[config.mk]
export PLATFORM = sky130hd
export DESIGN_NAME = hist_reader_flat
export DESIGN_NICKNAME = d
export VERILOG_FILES = /design/src/rtl/hist_pkg.sv /design/src/rtl/hist_reader_if.sv /design/src/rtl/hist_snapshot.sv /design/src/rtl/hist_reader.sv /design/src/flat_wrapper.sv
export SDC_FILE = /design/constraint.sdc
export NUM_CORES = 1
export LEC_CHECK = 0
export CORE_ASPECT_RATIO = 1.75
export CORE_MARGIN = 1
export CORE_UTILIZATION = 30
export CTS_BUF_LIST = sky130_fd_sc_hd__clkbuf_16
export CTS_CLUSTER_SIZE = 16
export DETAILED_ROUTE_END_ITERATION = 8
export PLACE_DENSITY = 0.52
export SETUP_SLACK_MARGIN = 0.1
export SLEW_MARGIN = 20
export SYNTH_ARGS = -nofsm -noshare
export SYNTH_HDL_FRONTEND = slang
export SYNTH_HIERARCHICAL = 1
export SYNTH_SLANG_ARGS = --single-unit
[constraint.sdc]
create_clock -name clk_in -period 1.8 [get_ports clk_in]
set_input_delay 0.36 -clock clk_in [delete_from_list [all_inputs] [get_ports clk_in]]
set_output_delay 0.36 -clock clk_in [all_outputs]
set_load 0.02 [all_outputs]
[src/rtl/hist_pkg.sv]
// Shared types and helpers for the history reader.
// Build option HIST_READER_DEDUP_EN (used in hist_snapshot) drops repeated values at capture.
package hist_pkg;

    localparam int unsigned HIST_DEPTH = 4;
    localparam int unsigned HIST_IDX_W = 2;
    localparam int unsigned HIST_CNT_W = 3;

    typedef enum logic [1:0] {ST_IDLE, ST_SEND, ST_DONE} hist_state_t;

    typedef logic [HIST_DEPTH-1:0] hist_mask_t;

    // Highest set bit when hi=1, lowest set bit when hi=0; 0 for an empty mask.
    function automatic logic [HIST_IDX_W-1:0] hist_pick(input hist_mask_t mask, input logic hi);
        logic [HIST_IDX_W-1:0] idx;
        idx = '0;
        for (int i = 0; i < int'(HIST_DEPTH); i++) begin
            if (hi && mask[i]) idx = HIST_IDX_W'(i);
        end
        for (int i = int'(HIST_DEPTH) - 1; i >= 0; i--) begin
            if (!hi && mask[i]) idx = HIST_IDX_W'(i);
        end
        return idx;
    endfunction

    // Entries still to be sent after idx, walking down (hi=1) or up (hi=0).
    function automatic hist_mask_t hist_rest(input hist_mask_t mask,
                                             input logic [HIST_IDX_W-1:0] idx,
                                             input logic hi);
        hist_mask_t rest;
        for (int i = 0; i < int'(HIST_DEPTH); i++) begin
            rest[i] = mask[i] && (hi ? (i < int'(idx)) : (i > int'(idx)));
        end
        return rest;
    endfunction

    function automatic logic [HIST_CNT_W-1:0] hist_popcount(input hist_mask_t mask);
        logic [HIST_CNT_W-1:0] cnt;
        cnt = '0;
        for (int i = 0; i < int'(HIST_DEPTH); i++) begin
            cnt = cnt + {{(HIST_CNT_W-1){1'b0}}, mask[i]};
        end
        return cnt;
    endfunction

endpackage

[src/rtl/hist_reader_if.sv]
// Valid/ready output stream of the history reader.
interface hist_reader_if #(
    parameter int unsigned DATA_W = 8
);
    logic [DATA_W-1:0] m_data;
    logic              m_valid;
    logic              m_ready;
    logic              m_last;

    modport master (output m_data, output m_valid, output m_last, input m_ready);
    modport slave  (input m_data, input m_valid, input m_last, output m_ready);
endinterface

[src/rtl/hist_snapshot.sv]
// Capture registers for the 4-entry history plus the emit mask and entry count.
// Build option HIST_READER_DEDUP_EN: prefix entries repeating a lower-index value are skipped.
module hist_snapshot
    import hist_pkg::*;
#(
    parameter int unsigned DATA_W = 8
) (
    input  logic                              clk_in,
    input  logic                              reset_in,
    input  logic                              capture,
    input  logic [HIST_DEPTH-1:0][DATA_W-1:0] live_data,
    input  hist_mask_t                        live_valid,
    output hist_mask_t                        live_emit,
    output logic [HIST_DEPTH-1:0][DATA_W-1:0] snap_data,
    output hist_mask_t                        snap_emit,
    output logic [HIST_CNT_W-1:0]             snap_cnt
);

    hist_mask_t prefix;
    hist_mask_t skip;

    logic [HIST_DEPTH-1:0][DATA_W-1:0] snap_data_q;
    hist_mask_t                        snap_emit_q;
    logic [HIST_CNT_W-1:0]             snap_cnt_q;

    // Contiguous valid run starting at entry 0; a gap ends it.
    always_comb begin
        prefix    = '0;
        prefix[0] = live_valid[0];
        for (int i = 1; i < int'(HIST_DEPTH); i++) begin
            prefix[i] = prefix[i-1] & live_valid[i];
        end
    end

`ifdef HIST_READER_DEDUP_EN
    // Mark entries whose value already appears at a lower index.
    always_comb begin
        skip = '0;
        for (int i = 1; i < int'(HIST_DEPTH); i++) begin
            for (int j = 0; j < i; j++) begin
                if (live_data[i] == live_data[j]) skip[i] = 1'b1;
            end
        end
    end
`else
    assign skip = '0;
`endif

    assign live_emit = prefix & ~skip;

    // Freeze data, emit mask and count on a capture request.
    always_ff @(posedge clk_in or posedge reset_in) begin
        if (reset_in) begin
            snap_data_q <= '0;
            snap_emit_q <= '0;
            snap_cnt_q  <= '0;
        end else if (capture) begin
            snap_data_q <= live_data;
            snap_emit_q <= live_emit;
            snap_cnt_q  <= hist_popcount(live_emit);
        end
    end

    assign snap_data = snap_data_q;
    assign snap_emit = snap_emit_q;
    assign snap_cnt  = snap_cnt_q;

endmodule

[src/rtl/hist_reader.sv]
// Snapshots the recent-value history on request and streams the valid entries out.
// Build option HIST_READER_DEDUP_EN: duplicate values are dropped at capture (see hist_snapshot).
module hist_reader
    import hist_pkg::*;
#(
    parameter int unsigned DATA_W       = 8,
    parameter int unsigned OLDEST_FIRST = 1
) (
    input  logic                  clk_in,
    input  logic                  reset_in,
    input  logic [DATA_W-1:0]     hist_data_0,
    input  logic [DATA_W-1:0]     hist_data_1,
    input  logic [DATA_W-1:0]     hist_data_2,
    input  logic [DATA_W-1:0]     hist_data_3,
    input  logic                  hist_valid_0,
    input  logic                  hist_valid_1,
    input  logic                  hist_valid_2,
    input  logic                  hist_valid_3,
    input  logic                  req_in,
    hist_reader_if.master         m_if,
    output logic                  busy,
    output logic                  done,
    output logic [HIST_CNT_W-1:0] entry_cnt
);

    localparam logic FROM_TOP = (OLDEST_FIRST != 0);

    logic [HIST_DEPTH-1:0][DATA_W-1:0] live_data;
    hist_mask_t                        live_valid;
    hist_mask_t                        live_emit;
    logic [HIST_DEPTH-1:0][DATA_W-1:0] snap_data;
    hist_mask_t                        snap_emit;
    logic [HIST_CNT_W-1:0]             snap_cnt;
    logic                              capture;
    hist_mask_t                        rest;

    hist_state_t             state_q, state_d;
    logic [HIST_IDX_W-1:0]   idx_q, idx_d;

    assign live_data  = {hist_data_3, hist_data_2, hist_data_1, hist_data_0};
    assign live_valid = {hist_valid_3, hist_valid_2, hist_valid_1, hist_valid_0};

    hist_snapshot #(
        .DATA_W (DATA_W)
    ) u_snapshot (
        .clk_in     (clk_in),
        .reset_in   (reset_in),
        .capture    (capture),
        .live_data  (live_data),
        .live_valid (live_valid),
        .live_emit  (live_emit),
        .snap_data  (snap_data),
        .snap_emit  (snap_emit),
        .snap_cnt   (snap_cnt)
    );

    // State and read-index registers.
    always_ff @(posedge clk_in or posedge reset_in) begin
        if (reset_in) begin
            state_q <= ST_IDLE;
            idx_q   <= '0;
        end else begin
            state_q <= state_d;
            idx_q   <= idx_d;
        end
    end

    // Next-state, index stepping and stream outputs.
    always_comb begin
        state_d        = state_q;
        idx_d          = idx_q;
        capture        = 1'b0;
        m_if.m_valid   = 1'b0;
        m_if.m_last    = 1'b0;
        m_if.m_data    = '0;
        done           = 1'b0;
        // Entries left after the current one; empty means this is the final beat.
        rest           = hist_rest(snap_emit, idx_q, FROM_TOP);

        unique case (state_q)
            ST_IDLE: begin
                if (req_in) begin
                    capture = 1'b1;
                    if (live_emit == '0) begin
                        state_d = ST_DONE;
                    end else begin
                        state_d = ST_SEND;
                        idx_d   = hist_pick(live_emit, FROM_TOP);
                    end
                end
            end
            ST_SEND: begin
                m_if.m_valid = 1'b1;
                m_if.m_data  = snap_data[idx_q];
                m_if.m_last  = (rest == '0);
                if (m_if.m_ready) begin
                    if (rest == '0) begin
                        state_d = ST_DONE;
                    end else begin
                        idx_d = hist_pick(rest, FROM_TOP);
                    end
                end
            end
            ST_DONE: begin
                done    = 1'b1;
                state_d = ST_IDLE;
            end
            default: begin
                state_d = ST_IDLE;
            end
        endcase
    end

    assign busy      = (state_q != ST_IDLE);
    assign entry_cnt = snap_cnt;

endmodule

[src/flat_wrapper.sv]
// flat-port wrapper written by rule: the top's interface ports become plain ports
module hist_reader_flat import hist_pkg::*;
#(
    parameter int unsigned DATA_W       = 8,
    parameter int unsigned OLDEST_FIRST = 1
)
  (clk_in, reset_in, hist_data_0, hist_data_1, hist_data_2, hist_data_3, hist_valid_0, hist_valid_1, hist_valid_2, hist_valid_3, req_in, busy, done, entry_cnt, m_if_m_data, m_if_m_valid, m_if_m_last, m_if_m_ready);
  hist_reader_if #(.DATA_W(DATA_W)) m_if_i ();
  input  logic clk_in;
  input  logic reset_in;
  input  logic [DATA_W-1:0] hist_data_0;
  input  logic [DATA_W-1:0] hist_data_1;
  input  logic [DATA_W-1:0] hist_data_2;
  input  logic [DATA_W-1:0] hist_data_3;
  input  logic hist_valid_0;
  input  logic hist_valid_1;
  input  logic hist_valid_2;
  input  logic hist_valid_3;
  input  logic req_in;
  output logic busy;
  output logic done;
  output logic [HIST_CNT_W-1:0] entry_cnt;
  output wire logic [$bits(m_if_i.m_data)-1:0] m_if_m_data;
  output wire logic [$bits(m_if_i.m_valid)-1:0] m_if_m_valid;
  output wire logic [$bits(m_if_i.m_last)-1:0] m_if_m_last;
  input wire logic [$bits(m_if_i.m_ready)-1:0] m_if_m_ready;
  assign m_if_m_data = m_if_i.m_data;
  assign m_if_m_valid = m_if_i.m_valid;
  assign m_if_m_last = m_if_i.m_last;
  assign m_if_i.m_ready = m_if_m_ready;
  hist_reader #(.DATA_W(DATA_W), .OLDEST_FIRST(OLDEST_FIRST)) u_core (.clk_in(clk_in), .reset_in(reset_in), .hist_data_0(hist_data_0), .hist_data_1(hist_data_1), .hist_data_2(hist_data_2), .hist_data_3(hist_data_3), .hist_valid_0(hist_valid_0), .hist_valid_1(hist_valid_1), .hist_valid_2(hist_valid_2), .hist_valid_3(hist_valid_3), .req_in(req_in), .m_if(m_if_i), .busy(busy), .done(done), .entry_cnt(entry_cnt));
endmodule
[Word level (Yosys, flattened, before mapping)]
Index checks and enable logic that the tools add are counted.
Storage, ports and cells
  bits in registers: 42
  output and inout port bits: 15
  logic and storage cells: 58
Operators by class
  add/subtract/negate cells: 3
  magnitude comparators: 4
  equality and inequality tests: 7
  multiplexer cells: 23
  bitwise operators: 3
  reductions and logical operators: 10
Operators by type and width (number)
  $mux W2: 11
  $bmux W8 S2: 1
  $mux W8: 2
  $ne A2 B2 Y1 const B: 4
  $pmux W2 S2: 2
  $mux W1: 7
  $reduce_and A5 Y1: 1
  $logic_not A4 Y1: 1
  $lt A1 B2 Y1 const A: 2
  $reduce_bool A2 Y1: 2
  $add A2 B1 Y3: 1
  $add A3 B1 Y3: 1
  $and A1 B1 Y1: 3
  $logic_and A1 B1 Y1: 3
  $logic_not A3 Y1: 1
  $lt A2 B3 Y1 const B: 1
  $reduce_and A3 Y1: 1
  $add A1 B1 Y2: 1
  $eq A2 B1 Y1 const B: 1
  $eq A2 B2 Y1 const B: 1
  $logic_not A2 Y1: 1
  $lt A2 B2 Y1 const A: 1
  $ne A2 B1 Y1 const B: 1

[Longest topological paths before layout]
Gate-level depths: netlist (run 1).
  depth in word-level cells: 7
  gate-level depth with buffers: 6

[By module]
Netlist (run 1), hierarchy kept.
By module, submodules not included
  hist_snapshot: times used 1, cells each 95, area an instance 1584.0 sq um
  hist_reader: times used 1, cells each 61, area an instance 573.0 sq um

[Worst setup path after synthesis (run 1)]
No wires, ideal clock.
  path kind: input-to-reg
  from: input port hist_valid_1
  to: register u_core.u_snapshot.snap_cnt_q[1], in the netlist u_core/u_snapshot/snap_cnt[1]
  arrival time: 1.639 ns
  data required time: 1.675 ns
  slack: 0.037 ns
  stages on the path: 6
  buffers on the path: 0
  path through: and4_1 -> inv_1 -> fa_1 -> inv_1 -> ha_1 -> mux2_2
On the way
  word-level cells in the longest chain between the ends: 4
RTL lines
  start, declared: line flat_wrapper.sv:16  | input logic hist_valid_1;
  $and A1 B1 Y1 (*): line hist_snapshot.sv:31  | prefix[i] = prefix[i-1] & live_valid[i];
  $add A1 B1 Y2 / $and A1 B1 Y1 (equally long branches): line hist_pkg.sv:41, hist_snapshot.sv:31
  $add A2 B1 Y3 / $and A1 B1 Y1 (equally long branches): line hist_pkg.sv:41, hist_snapshot.sv:31
  $add A3 B1 Y3 (*): line hist_pkg.sv:41  | cnt = cnt + {{(HIST_CNT_W-1){1'b0}}, mask[i]};
  end signal, assigned: line hist_snapshot.sv:60  | snap_cnt_q <= hist_popcount(live_emit);
  end, declared: line hist_snapshot.sv:24  | logic [HIST_CNT_W-1:0] snap_cnt_q;
Every way passes the cells marked *; elsewhere a longest branch is shown, timed or not.
A chain may end at the register's enable or synchronous reset.

[Worst setup path after layout (run 1)]
  from: register u_core.idx_q[0]
  to: output port m_if_m_data[1]
On the way
  word-level cells in the longest chain between the ends: 3
RTL lines
  start, declared: line hist_reader.sv:38  | logic [HIST_IDX_W-1:0] idx_q, idx_d;
  start signal, assigned: line hist_reader.sv:64  | idx_q <= idx_d;
  $bmux W8 S2: line hist_reader.sv:94  | m_if.m_data = snap_data[idx_q];
  $mux W8 (not written as such): line hist_reader.sv:94
  $mux W8: line hist_reader.sv:80  | unique case (state_q)
  end, declared: line flat_wrapper.sv:23  | output wire logic [$bits(m_if_i.m_data)-1:0] m_if_m_data;
Every way passes these cells. The select of a mux whose other input is x is not followed.

==> summary.txt, run 1 <==
Run status
  • Status: complete, but fails checks
  • Failing checks: setup timing

Critical path
  • RR Startpoint: u_core/state_q[0]
  • Crit path arrival time: 1.59 ns
  • Critical Path Max Stage Delay: 0.50 ns
  • Bufs and invs on worst path: 2
  • Kind of critical path: reg -> out
  • Req. time, crit path: 1.44 ns
  • Crit-path slowest cell: mux4_2
  • Cell Chain, Critical Path: buf_12 -> mux4_2 -> nor2b_4 -> buf_6
  • Critical path launch point type: flip-flop
  • Worst Path Max Fanout: 8
  • Crit end category: primary output
  • Reg2reg setup slack: 0.21 ns
  • Worst reg2reg endpoint: u_core/u_snapshot/snap_data[25]
  • Worst R2R Path Depth: 5
  • CP delay by family, top: multiplexers

Final layout
  • Final Core Density: 46.48%
  • Seq. cell area: 1052 µm²
  • Antenna diode count: 0
  • Final instance area: 3187 µm²
  • Share of cells above drive strength 1: 47.46%
  • Nets: 277
  • Area grow syn2layout: 50.27%
  • Area occupied by multi-input gates: 1066 µm²
  • Final Instance Count excl. Fillers: 320
  • Filler cell count: 648

Logic synthesis
  • Syn Area/Cell: 13.77 µm²
  • Cells after Synth: 154
  • Syn Nets: 196
  • Yosys Warn Count: 6
  • Syn Std Cell Area: 2121 µm²

Clock tree
  • Htree depth: 2
  • CTS tree: yes
  • Worst-skew pair later-pin latency: 0.28 ns
  • CTS Buf Count: 5
  • CTS Buffer Depth: 2
  • Clock Sinks: 42
  • Root Buffer: clkbuf_16
  • Reg clk slew, reported paths: 0.06 ns
  • Hold buffers post-CTS: 0

GRT
  • Largest net degree at the start of global routing: 39
  • Total GRT Usage: 13.89%
  • Vias in the first global route: 1568
  • First-pass GRT wire length: 7.638 mm
  • GR Overflow Total: 0
  • Initial antenna violation count: 0

Detailed routing
  • DR vias: 1478
  • Remaining DRCs: 0
  • Vias per cell: 4.619
  • Routed WL: 4.676 mm
  • Post-detailed-route wirelength per cell: 14.61 µm
  • DRT Pass-1 Iters: 4
  • Drt initial violations: 31
  • Number of routed nets with antenna violations: 0

Placement
  • GP Congestion: 0.7021
  • Post-Place Cells: 310
  • Post-Place Worst Slack: -0.3861 ns
  • DP Area: 2968 µm²
  • HPWL Detailed: 3.358 mm
  • PortBufs: 54

Floorplanning
  • I/O Pins: 55
  • Die Wd: 65.56 µm
  • Die height: 113.2 µm
  • Starting Density: 30.93%
  • Core Region: 6857 µm²
  • Rows: 40
  • Die area: 7422 µm²

STA
  • Post-route clock period utilization: 108.5%
  • Clock Skew: 0.002900 ns
  • Setup Viol. Count Final: 8
  • Final setup margin: -0.1535 ns
  • Max_slew headroom: 83.74%
  • Max Slew Vio Count: 0
  • Min cycle time layout: 1.953 ns
  • RSZ-0062 raised after global routing: true
  • Final hold viol count: 0
  • Fmax: 511.9 MHz
  • Worst slew pin tran: 0.2439 ns

Power and ir drop
  • Leak Pwr: 1.390 nW
  • PwrDens: 1546 nW/µm²
  • Power, Total: 4.927 mW
  • Worst vdd ir: 0.8024 mV

Flow run
  • Maxcap violations: 0

Min path
  • Hold WC Path Type: in -> async
-- through the flow --
step | TNS, ns | hold slack (ns)
after floorplan | 0 | 0.1261
final | -1.168 | 0.3050
after global placement | -3.917 | 0.4847
after global routing | -1.613 | 0.3321
after CTS | -1.324 | 0.3206
after detailed placement | -3.939 | 0.4898
-- placed cells by master (no fill, tap or decap), types with 2 or more instances in the layout --
master           count
mux2_4              12
o21ai_2              2
inv_1                7
o21ai_0              4
buf_12               5
nand2_1              4
mux2_2              26
dfrtp_1             41
mux4_2               8
nand3_1              2
clkbuf_16            5
inv_2                3
nor2b_4              5
dlygate4sd2_1        4
nor2_1               5
buf_6                7
clkdlybuf4s50_1     38
nor2b_1              6
nand2b_1             4
buf_4               21
buf_2                6
and2_1               2
-- layer usage --
layer / global-route usage, % / up-vias / part of all wire (%)
met5: 0 / - / 0
met4: 6.087 / 0 / 1.8
li1: - / 700 / -
met1: 14.82 / 740 / 37
met2: 25.50 / 32 / 58
met3: 2.722 / 6 / 3.7
-- worst max path at each step --
stage | from | endpoint | depth (start not counted)
finish | u_core/idx_q[0] | m_if_m_data[1] | 4
global route | u_core/idx_q[0] | m_if_m_data[0] | 4
CTS | u_core/idx_q[0] | m_if_m_data[2] | 4
detailed placement | hist_valid_2 | u_core/u_snapshot/snap_cnt[1] | 7
global placement | hist_valid_1 | u_core/u_snapshot/snap_cnt[1] | 7
floorplan | hist_valid_1 | u_core/u_snapshot/snap_cnt[1] | 6
-- flip-flops by register name (all words and copies together), names as in the netlist --
| signal | flops |
|---|---|
| u_core/u_snapshot/snap_cnt | 3 |
| u_core/idx_q | 2 |
| u_core/u_snapshot/snap_data | 32 |
| u_core/u_snapshot/snap_emit | 3 |
| u_core/state_q | 2 |
-- worst register-to-register path: cells and delay by family (launching register included) --
family / cells / cell delay, ns
muxes: 1 / 0.37
and+or+nand+nor: 2 / 0.37
buffers and inverters: 2 / 0.37
DFF: 1 / 0.38
-- area by class of cell --
cell class,instances,area share (%)
Timing Repair Buffer,82,24.85
Clock buffer,5,3.926
Clock inverter,3,0.3926
Tap cell,84,3.298
Inverter,9,1.060
Multi-Input combinational cell,95,33.45
Sequential cell,42,33.02
-- power breakdown --
part | leakage (nW) | internal (mW) | switching, mW
logic | 0.816 | 1.49 | 0.923
clock network | 0.0724 | 0.502 | 0.356
registers | 0.501 | 1.40 | 0.252
total | 1.39 | 3.40 | 1.53
-- timing repair --
item / 4_1_cts / 5_1_grt
pin swaps: 3 / 3
gates cloned: 0 / 0
resized for setup: 78 / 9
buffers inserted: 0 / 2
setup endpoints to repair: 15 / 11
(Power assumes the default switching activity.)
==> run 2: changes to the inputs <==
--- a/config.mk
+++ b/config.mk
@@ -11,7 +11,6 @@
 export CTS_BUF_LIST = sky130_fd_sc_hd__clkbuf_16
 export CTS_CLUSTER_SIZE = 16
 export DETAILED_ROUTE_END_ITERATION = 8
-export PLACE_DENSITY = 0.52
 export SETUP_SLACK_MARGIN = 0.1
 export SLEW_MARGIN = 20
 export SYNTH_ARGS = -nofsm -noshare
==> run 2 against run 1 <==
Sequential share of layout area shrank 0.59 points. Largest power group unchanged. The run still ends with setup timing left. Via count shrank 0.41%. Power grew 4.8%. Critical path depth is the same. Utilization grew 0.78 points. Clock power grew 15%. Register-to-register slack lost 0.02 ns. Highest routed layer unchanged.
==> summary.txt, run 2 (synthesis results as in run 1) <==
Run status
  • Status: complete, but fails checks (unchanged)
  • Failing checks: setup timing (unchanged)

Power and ir drop
  • Worst vdd ir: 0.7118 mV (was 0.8024 mV)
  • Power, Total: 5.163 mW (was 4.927 mW)
  • PwrDens: 1593 nW/µm² (was 1546 nW/µm²)
  • Net switching power figure: 1.542 mW (was 1.531 mW)
  • Power share of the combinational group: 49.1% (was 49.0%)
  • Switching share of power: 29.87% (was 31.07%)
  • Leak Pwr: 1.422 nW (was 1.390 nW)
  • Clock power share: 19.2% (was 17.4%)
  • Int Power: 3.620 mW (was 3.396 mW)
  • Seq pwr share: 31.7% (was 33.6%)

Final layout
  • Antenna diode count: 0 (unchanged)
  • Commonest non-fill, non-tap cell in the layout: dfrtp_1 (unchanged)
  • Final Instance Count excl. Fillers: 326 (was 320)
  • Nets: 283 (was 277)
  • Area grow syn2layout: 52.80% (was 50.27%)
  • Max reg flops: 32 (unchanged)
  • Most frequent cells in the layout: 42 x dfrtp_1, 38 x clkdlybuf4s50_1, 31 x buf_4 (was 41 x dfrtp_1, 38 x clkdlybuf4s50_1, 26 x mux2_2)
  • Share of cells above drive strength 1: 49.59% (was 47.46%)

Clock tree
  • CTS Buf Count: 5 (unchanged)
  • Root Buffer: clkbuf_16 (unchanged)
  • Worst-skew pair later-pin latency: 0.28 ns (about the same)
  • Clock Sinks: 42 (unchanged)
  • Reg clk slew, reported paths: 0.05 ns (was 0.06 ns)
  • CTS tree: yes (unchanged)
  • CTS Buffer Depth: 2 (unchanged)
  • Htree depth: 2 (unchanged)
  • Hold buffers post-CTS: 0 (unchanged)

GRT
  • Largest net degree at the start of global routing: 28 (was 39)
  • Total GRT Usage: 13.57% (was 13.89%)
  • Vias in the first global route: 1596 (was 1568)
  • First-pass GRT wire length: 7.541 mm (was 7.638 mm)
  • Initial antenna violation count: 0 (unchanged)
  • GR Overflow Total: 0 (unchanged)

Detailed routing
  • Routed WL: 4.569 mm (was 4.676 mm)
  • Remaining DRCs: 0 (unchanged)
  • DRT Pass-1 Iters: 4 (unchanged)
  • DR vias: 1472 (was 1478)
  • Vias per cell: 4.515 (was 4.619)
  • Drt initial violations: 25 (was 31)
  • Post-detailed-route wirelength per cell: 14.02 µm (was 14.61 µm)
  • Number of routed nets with antenna violations: 0 (unchanged)

Floorplanning
  • Rows: 40 (unchanged)
  • Die Wd: 65.56 µm (unchanged)
  • Die height: 113.2 µm (unchanged)
  • Die area: 7422 µm² (unchanged)
  • I/O Pins: 55 (unchanged)
  • Starting Density: 30.93% (unchanged)
  • Core Region: 6857 µm² (unchanged)

Min path
  • Hold WC Path Type: in -> async (unchanged)

Placement
  • HPWL Detailed: 3.441 mm (was 3.358 mm)
  • GP Congestion: 0.7958 (was 0.7021)
  • Post-Place Cells: 315 (was 310)
  • PortBufs: 54 (unchanged)
  • Post-Place Worst Slack: -0.3843 ns (was -0.3861 ns)

Critical path
  • Kind of critical path: reg -> out (unchanged)
  • Crit-path slowest cell: mux4_2 (unchanged)
  • Critical path destination: m_if_m_data[2] (was m_if_m_data[1])
  • Crit path arrival time: 1.64 ns (was 1.59 ns)
  • Reg2reg setup slack: 0.19 ns (was 0.21 ns)
  • Req. time, crit path: 1.44 ns (about the same)
  • Setup crit start: u_core/idx_q[0] (unchanged)
  • CP delay by family, top: multiplexers (unchanged)
  • Critical path launch point type: flip-flop (unchanged)
  • Cell Chain, Critical Path: buf_12 -> mux4_2 -> nor2b_1 -> buf_4 (was buf_12 -> mux4_2 -> nor2b_4 -> buf_6)
  • Worst reg2reg endpoint: u_core/idx_q[1] (was u_core/u_snapshot/snap_data[25])
  • Crit end category: primary output (unchanged)
  • Bufs and invs on worst path: 2 (unchanged)
  • Worst path depth: 4 (unchanged)
  • Worst R2R Path Depth: 7 (was 5)
  • Critical Path Max Stage Delay: 0.50 ns (about the same)
  • RR Startpoint: u_core/idx_q[0] (was u_core/state_q[0])
  • Worst Path Max Fanout: 6 (was 8)

STA
  • Fmax: 498.9 MHz (was 511.9 MHz)
  • Worst slew pin tran: 0.2553 ns (was 0.2439 ns)
  • Max Slew Vio Count: 0 (unchanged)
  • Post-route clock period utilization: 111.4% (was 108.5%)
  • Setup Viol. Count Final: 8 (unchanged)
  • Final hold viol count: 0 (unchanged)
  • Final setup margin: -0.2044 ns (was -0.1535 ns)
  • RSZ-0062 raised after global routing: true (unchanged)
  • Max_slew headroom: 82.87% (was 83.74%)
  • Clock Skew: 0.004601 ns (was 0.002900 ns)
  • Min cycle time layout: 2.004 ns (was 1.953 ns)
  • Hold WS: 0.3335 ns (was 0.3050 ns)

Flow run
  • Maxcap violations: 0 (unchanged)
[run 2: power by group through the flow]
stage / combinational (mW) / clock, mW / sequential, mW
finish: 2.54 / 0.989 / 1.64
detailed placement: 2.43 / 0 / 1.65
CTS: 2.45 / 1.02 / 1.64
floorplan: 1.47 / 0 / 1.62
global route: 2.71 / 1.07 / 1.71
global placement: 2.39 / 0 / 1.64
[run 2: how the worst min path moves through the flow]
stage                                            to                             from
global placement    u_core/u_snapshot/snap_data[31]  u_core/u_snapshot/snap_data[31]
detailed placement  u_core/u_snapshot/snap_data[20]  u_core/u_snapshot/snap_data[20]
global route                        u_core/idx_q[1]                         reset_in
CTS                                 u_core/idx_q[1]                         reset_in
finish                              u_core/idx_q[1]                         reset_in
floorplan                           u_core/idx_q[0]                         reset_in
[run 2: area by class of cell]
cell class              count  area (µm²)
multi-input cells          95        1069
fillers                   608        3616
repair buffers             88       815.8
flip-flops and latches     42        1051
clock inverters             3       41.29
inverters                   9       33.78
clock buffers               5       125.1
well taps                  84       105.1
[run 2: routing by layer]
metal | vias to the layer above | GRT usage (%) | wire length (µm)
met3 | 11 | 2.923 | 192
met5 | - | 0 | 0
met4 | 0 | 6.377 | 105
met1 | 711 | 15.12 | 1746
li1 | 714 | - | -
met2 | 36 | 23.85 | 2525
[run 2: per-stage QoR]
stage / setup TNS (ns) / instance area (µm²) / util (%)
2_1_floorplan: 0 / 2123 / -
3_3_place_gp: -3.781 / 2980 / 43.47
3_5_place_dp: -4.154 / 2980 / 43.47
4_1_cts: -1.576 / 3163 / 46.13
5_1_grt: -1.844 / 3241 / 47.26
6_report: -1.383 / 3241 / 47.26
[run 2: timing repair]
action | in CTS | in global routing
setup endpoints to repair | 15 | 11
pin swaps | 4 | 6
gates resized for setup | 71 | 18
setup buffers | 1 | 4
==> run 3: changes to the inputs <==
--- a/config.mk
+++ b/config.mk
@@ -7,11 +7,11 @@
 export LEC_CHECK = 0
 export CORE_ASPECT_RATIO = 1.75
 export CORE_MARGIN = 1
-export CORE_UTILIZATION = 30
+export CORE_UTILIZATION = 49
 export CTS_BUF_LIST = sky130_fd_sc_hd__clkbuf_16
 export CTS_CLUSTER_SIZE = 16
 export DETAILED_ROUTE_END_ITERATION = 8
-export SETUP_SLACK_MARGIN = 0.1
+export PLACE_DENSITY = 0.8
 export SLEW_MARGIN = 20
 export SYNTH_ARGS = -nofsm -noshare
 export SYNTH_HDL_FRONTEND = slang
==> run 3 against run 2 <==
The flow still finishes with violations (setup timing). Power rose by 0.65%. Sequential power increased by 2%. Combinational power about the same. Non-clock buffer count shrank 5. Count of clock-buffer cells in the layout did not move. Critical path type unchanged. Largest cell class unchanged. Largest power group unchanged. Highest routed layer unchanged.
==> summary.txt, run 3 (synthesis results as in run 1) <==
Power and ir drop
  • PwrDens: 1643 nW/µm² (was 1593 nW/µm²)
  • Leak Pwr: 1.421 nW (was 1.422 nW)
  • Power, Total: 5.196 mW (was 5.163 mW)
  • Worst vdd ir: 1.271 mV (was 0.7118 mV)

Placement
  • GP Congestion: 0.8720 (was 0.7958)
  • PortBufs: 54 (unchanged)
  • DP Area: 2912 µm² (was 2980 µm²)
  • HPWL Detailed: 3.764 mm (was 3.441 mm)

Floorplanning
  • Starting Density: 51.10% (was 30.93%)
  • Die area: 4606 µm² (was 7422 µm²)
  • Core Region: 4150 µm² (was 6857 µm²)
  • Die height: 89.03 µm (was 113.2 µm)
  • Die Wd: 51.73 µm (was 65.56 µm)
  • Rows: 31 (was 40)
  • I/O Pins: 55 (unchanged)

Critical path
  • Kind of critical path: reg -> out (unchanged)
  • Critical path launch point type: flip-flop (unchanged)
  • Cell Chain, Critical Path: buf_12 -> mux4_2 -> nor2b_4 -> buf_6 (was buf_12 -> mux4_2 -> nor2b_1 -> buf_4)
  • Reg2reg setup slack: 0.18 ns (was 0.19 ns)
  • Worst R2R Path Depth: 5 (was 7)
  • RR Startpoint: u_core/state_q[0] (was u_core/idx_q[0])
  • Bufs and invs on worst path: 2 (unchanged)
  • Crit-path slowest cell: mux4_2 (unchanged)
  • Worst reg2reg endpoint: u_core/u_snapshot/snap_data[27] (was u_core/idx_q[1])
  • Worst Path Max Fanout: 6 (unchanged)
  • Crit path arrival time: 1.63 ns (was 1.64 ns)
  • CP delay by family, top: multiplexers (unchanged)
  • Crit end category: primary output (unchanged)
  • Req. time, crit path: 1.44 ns (about the same)
  • Critical Path Max Stage Delay: 0.51 ns (was 0.50 ns)

STA
  • Max_slew headroom: 80.98% (was 82.87%)
  • Min cycle time layout: 1.994 ns (was 2.004 ns)
  • Final setup margin: -0.1939 ns (was -0.2044 ns)
  • Final hold viol count: 0 (unchanged)
  • Hold WS: 0.3441 ns (was 0.3335 ns)
  • RSZ-0062 raised after global routing: true (unchanged)
  • Setup Viol. Count Final: 8 (unchanged)
  • Post-route clock period utilization: 110.8% (was 111.4%)
  • Max Slew Vio Count: 0 (unchanged)
  • Sum Neg Setup Slack: -1.424 ns (was -1.383 ns)
  • Worst slew pin tran: 0.2853 ns (was 0.2553 ns)
  • Fmax: 501.5 MHz (was 498.9 MHz)
  • Clock Skew: 0.005774 ns (was 0.004601 ns)

Final layout
  • Share of cells above drive strength 1: 47.26% (was 49.59%)
  • Commonest non-fill, non-tap cell in the layout: dfrtp_1 (unchanged)
  • Final instance area: 3163 µm² (was 3241 µm²)
  • Nets: 278 (was 283)
  • Max reg flops: 32 (unchanged)
  • Antenna diode count: 0 (unchanged)
  • Area occupied by multi-input gates: 1057 µm² (was 1069 µm²)
  • Filler cell count: 263 (was 608)
  • Area grow syn2layout: 49.14% (was 52.80%)
  • Most frequent cells in the layout: 41 x dfrtp_1, 38 x clkdlybuf4s50_1, 27 x mux2_2 (was 42 x dfrtp_1, 38 x clkdlybuf4s50_1, 31 x buf_4)
  • Final Core Density: 76.21% (was 47.26%)
  • Seq. cell area: 1052 µm² (was 1051 µm²)

GRT
  • GR Overflow Total: 0 (unchanged)
  • Largest net degree at the start of global routing: 23 (was 28)
  • Total GRT Usage: 23.12% (was 13.57%)
  • Initial antenna violation count: 0 (unchanged)
  • First-pass GRT wire length: 7.617 mm (was 7.541 mm)
  • Vias in the first global route: 1680 (was 1596)

Clock tree
  • Worst-skew pair later-pin latency: 0.28 ns (about the same)
  • CTS Buffer Depth: 2 (unchanged)
  • Clock Sinks: 42 (unchanged)
  • CTS tree: yes (unchanged)
  • CTS Buf Count: 5 (unchanged)
  • Reg clk slew, reported paths: 0.05 ns (about the same)
  • Root Buffer: clkbuf_16 (unchanged)
  • Htree depth: 2 (unchanged)

Detailed routing
  • Number of routed nets with antenna violations: 0 (unchanged)
  • DRT Pass-1 Iters: 4 (unchanged)
  • Drt initial violations: 34 (was 25)
  • Routed WL: 4.921 mm (was 4.569 mm)
  • DR vias: 1495 (was 1472)
  • Remaining DRCs: 0 (unchanged)
  • Post-detailed-route wirelength per cell: 17.21 µm (was 14.02 µm)
  • Vias per cell: 5.227 (was 4.515)

Run status
  • Failing checks: setup timing (unchanged)
  • Status: complete, but fails checks (unchanged)

Min path
  • Hold WC Path Type: in -> async (unchanged)

Flow run
  • Maxcap violations: 0 (unchanged)
[run 3: worst max-delay path by stage]
stage	startpoint	to	slack, ns	cells past startpoint
after global routing	u_core/idx_q[0]	m_if_m_data[7]	-0.24	4
final	u_core/idx_q[0]	m_if_m_data[7]	-0.19	4
after CTS	u_core/idx_q[0]	m_if_m_data[7]	-0.21	4
after floorplan	hist_valid_1	u_core/u_snapshot/snap_cnt[1]	0.05	6
after detailed placement	hist_valid_0	u_core/u_snapshot/snap_cnt[1]	-0.44	7
after global placement	hist_valid_0	u_core/u_snapshot/snap_cnt[1]	-0.35	7
[run 3: routing by layer]
| layer | GRT usage [%] | routed length, µm |
|---|---|---|
| met5 | 0 | 0 |
| met4 | 9.091 | 99 |
| met3 | 4.932 | 180 |
| met2 | 45.57 | 2877 |
| met1 | 22.35 | 1763 |
[run 3: layout make-up]
cell class / instances / share of cell area (%)
tap: 49 / 1.938
multi-input combinational: 95 / 33.43
sequential: 42 / 33.27
inverter: 9 / 1.068
timing repair buffer: 83 / 25.16
clock inverter: 3 / 1.187
clock buffer: 5 / 3.956
[run 3: what timing repair did]
item | 4_1_cts | 5_1_grt
endpoints found under the setup margin | 15 | 13
buffers inserted | 0 | 1
pin swaps | 2 | 4
gates cloned | 0 | 0
hold buffers | 0 | 0
resized for setup | 57 | 26
[run 3: power by group]
part	internal (mW)	leakage, nW	switching [mW]
combinational	1.55	0.833	0.989
sequential	1.40	0.501	0.280
clock	0.643	0.0864	0.331
total	3.60	1.42	1.60
[run 3: stage by stage]
stage          worst slack [ns]  instances
2_1_floorplan           0.05259        154
3_3_place_gp            -0.3515        277
3_5_place_dp            -0.4351        277
4_1_cts                 -0.2071        285
5_1_grt                 -0.2365        286
6_report                -0.1939        286
==> variant 1, RTL diff (flow settings as in run 3) <==
Put a register stage on the output `entry_cnt`, cleared by the reset. The value now appears one clock later. The other outputs are not delayed to match.
--- a/src/rtl/hist_reader.sv
+++ b/src/rtl/hist_reader.sv
@@ -114,3 +114,9 @@
     assign busy      = (state_q != ST_IDLE);
-    assign entry_cnt = snap_cnt;
+    always_ff @(posedge clk_in or posedge reset_in) begin
+        if (reset_in) begin
+            entry_cnt <= '0;
+        end else begin
+            entry_cnt <= snap_cnt;
+        end
+    end
 
Check against the original RTL: not equivalent (Yosys sat finds a counterexample within 4 cycles, from zero or initial values and one cycle with reset_in high).
==> variant 1 against run 3 <==
Setup slack better by 15 ps. Cell area is 0.20% higher. Power is 1.4% higher. Area after synthesis is 3.2% higher. Sequential cell count is 3 higher. Die area is 3.1% higher. Hold slack worse by 4.9 ps. The flow still finishes with violations (setup timing). Wire length is 2.0% lower. Largest power group unchanged.
==> variant 1: results (changes against run 3) <==
status finished, violations left (unchanged); failing checks setup timing (unchanged); Reg2Reg Depth 6 (was 5); met2 WL 2830 um (was 2880 um); maximum vdd drop 1.08 mV (was 1.27 mV); worst hold margin 339 ps (was 344 ps); worst setup margin -179 ps (was -194 ps); pwr dens 1660 mW/mm^2 (was 1640 mW/mm^2); critical path capture point m_if_m_data[4] (was m_if_m_data[7]); final setup fails 9 (was 8); Least-Margin Pin Slew 484 ps (was 285 ps); Sw Pwr 1.64 mW (was 1.60 mW); nets@finish 275 (was 278); GR Util met3 4.04% (was 4.93%); DP Worst Slack -418 ps (was -435 ps); Initial DRC Count 35 (was 34); largest net degree at the start of global routing 39 (was 23); vias per std cell 5.48 (was 5.23); Clock power frac 16.4% (was 18.8%); final wirelength 4830 um (was 4920 um); reg2reg end u_core/idx_q[0] (was u_core/u_snapshot/snap_data[27]); Placer Congestion 0.931 (was 0.872); vias in the first global route 1649 (was 1680); M1 WL 1720 um (was 1760 um); DP Cell Count 273 (was 277); Routed WL per cell 17.0 um (was 17.2 um); hpwl dp 3480 um (was 3760 um); P_seq 1.75 mW (was 1.68 mW); Worst Path Max Fanout 4 (was 6); worst clock skew 3.38 ps (was 5.77 ps); Total Routing Usage GR 22.5% (was 23.1%)
==> variant 1: repair_timing <==
| action | in CTS | in global routing |
|---|---|---|
| gates resized for setup | 72 | 11 |
| setup buffers | 1 | 1 |
| setup endpoints to repair | 14 | 13 |
| pin swaps | 4 | 2 |
==> variant 1: final cells by class <==
class                   count  area (sq um)
inverters                  10          37.5
fillers                   281          1060
clock inverters             3          13.8
well taps                  49          61.3
clock buffers               5           125
multi-input cells          87           997
repair buffers             84           808
flip-flops and latches     45          1130
==> variant 1: critical path, delay by kind of cell, from the launching register on <==
kind / cells / cell delay, ps
buf+inv: 2 / 270
flops: 1 / 390
mux: 1 / 510
simple gates: 1 / 170
==> variant 1: through the flow <==
step           utilization, %  instance area, sq um  setup TNS, ps
2_1_floorplan               -                  2190              0
3_3_place_gp             70.1                  2960          -9730
3_5_place_dp             70.1                  2960         -11410
4_1_cts                  74.1                  3130          -1480
5_1_grt                  75.0                  3170          -1750
6_report                 75.0                  3170          -1330
==> variant 2, RTL diff (config.mk and constraints of run 3) <==
Without the edit above. `DATA_W` is set to 8 in 4 places; all go to 12.
--- a/src/rtl/hist_reader_if.sv
+++ b/src/rtl/hist_reader_if.sv
@@ -2,3 +2,3 @@
 interface hist_reader_if #(
-    parameter int unsigned DATA_W = 8
+    parameter int unsigned DATA_W = 12
 );
--- a/src/rtl/hist_snapshot.sv
+++ b/src/rtl/hist_snapshot.sv
@@ -5,3 +5,3 @@
 #(
-    parameter int unsigned DATA_W = 8
+    parameter int unsigned DATA_W = 12
 ) (
--- a/src/rtl/hist_reader.sv
+++ b/src/rtl/hist_reader.sv
@@ -5,3 +5,3 @@
 #(
-    parameter int unsigned DATA_W       = 8,
+    parameter int unsigned DATA_W       = 12,
     parameter int unsigned OLDEST_FIRST = 1
--- a/src/flat_wrapper.sv
+++ b/src/flat_wrapper.sv
@@ -3,3 +3,3 @@
 #(
-    parameter int unsigned DATA_W       = 8,
+    parameter int unsigned DATA_W       = 12,
     parameter int unsigned OLDEST_FIRST = 1
Interface: changed (5 resized); port bits go from 55 to 75. The function was not compared with the original's and may differ.
==> variant 2 against run 3 <==
Sequential cell count is 16 higher. Setup slack worse by 24 ps. Power rose by 46%. Cell area is 40% higher. Area after synthesis rose by 44%. Wire length increased by 29%. The run still ends with setup timing left. Die area is 43% higher. Count of clock-buffer cells in the layout up 4.
==> variant 2: results (changes against run 3) <==
status finished, violations left (unchanged); failing checks setup timing (unchanged); placed cell area 0.00411 sq mm (was 0.00291 sq mm); Worst Path Max Fanout 7 (was 6); Synth Net Count 256 (was 196); met2 WL 3650 um (was 2880 um); max reg flops 48 (was 32); Syn Inst Count 198 (was 154); vias in the first global route 2193 (was 1680); hpwl dp 4640 um (was 3760 um); GR Util met3 5.11% (was 4.93%); setup TNS -2400 ps (was -1420 ps); nets@finish 370 (was 278); reg2reg end u_core/u_snapshot/snap_data[42] (was u_core/u_snapshot/snap_data[27]); Worst path max stage delay 490 ps (was 510 ps); met1 GRT Util 23.6% (was 22.3%); final setup fails 12 (was 8); met2 Use GR 39.1% (was 45.6%); worst hold margin 288 ps (was 344 ps); largest net degree at the start of global routing 33 (was 23); share of layout cells above drive strength 1 48.6% (was 47.3%); worst clock skew 3.32 ps (was 5.77 ps); final wirelength 6330 um (was 4920 um); cts repair resizes 81 (was 57); critical path capture point m_if_m_data[5] (was m_if_m_data[7]); worst setup margin -218 ps (was -194 ps); Routed WL per cell 16.0 um (was 17.2 um); number of port buffers 74 (was 54); Syn. warnings 6 (unchanged); Slew HR 73.7% (was 81.0%); first-pass GRT wire length 10100 um (was 7620 um); DP Cell Count 379 (was 277); via count 1971 (was 1495); static leakage 2.02 nW (was 1.42 nW); M1 WL 2350 um (was 1760 um); FF-to-FF setup slack 160 ps (was 180 ps); Initial DRC Count 31 (was 34); Placer Congestion 0.891 (was 0.872); metal3 WL 207 um (was 180 um)
[variant 2: cell count changes in the layout (fill, tap and decap cells not counted), moves of 3 or more]
cell	change
buf_2	+4
buf_4	+14
clkbuf_16	+4
clkdlybuf4s50_1	+17
clkinv_4	+3
dfrtp_1	+16
inv_1	-3
mux2_2	-22
mux2_4	+38
mux4_2	+4
nor2b_1	+4
o21ai_1	+3
[variant 2: worst register-to-register path, delay by kind of cell, from the launching register on]
kind / cells / cell delay [ps]
buffers and inverters: 2 / 400
and+or+nand+nor: 2 / 390
DFF: 1 / 370
muxes: 1 / 360
[variant 2: final cells by class]
type | count | area [sq um]
clock buffers | 9 | 225
flip-flops and latches | 58 | 1450
fillers | 432 | 1510
multi-input cells | 119 | 1460
well taps | 78 | 97.6
repair buffers | 115 | 1090
inverters | 9 | 33.8
clock inverters | 7 | 55.1
[variant 2: report_power, final]
group	internal (mW)	switching (mW)	total, mW
registers	1.95	0.375	2.32
clock network	0.937	0.607	1.54
logic	2.40	1.30	3.70
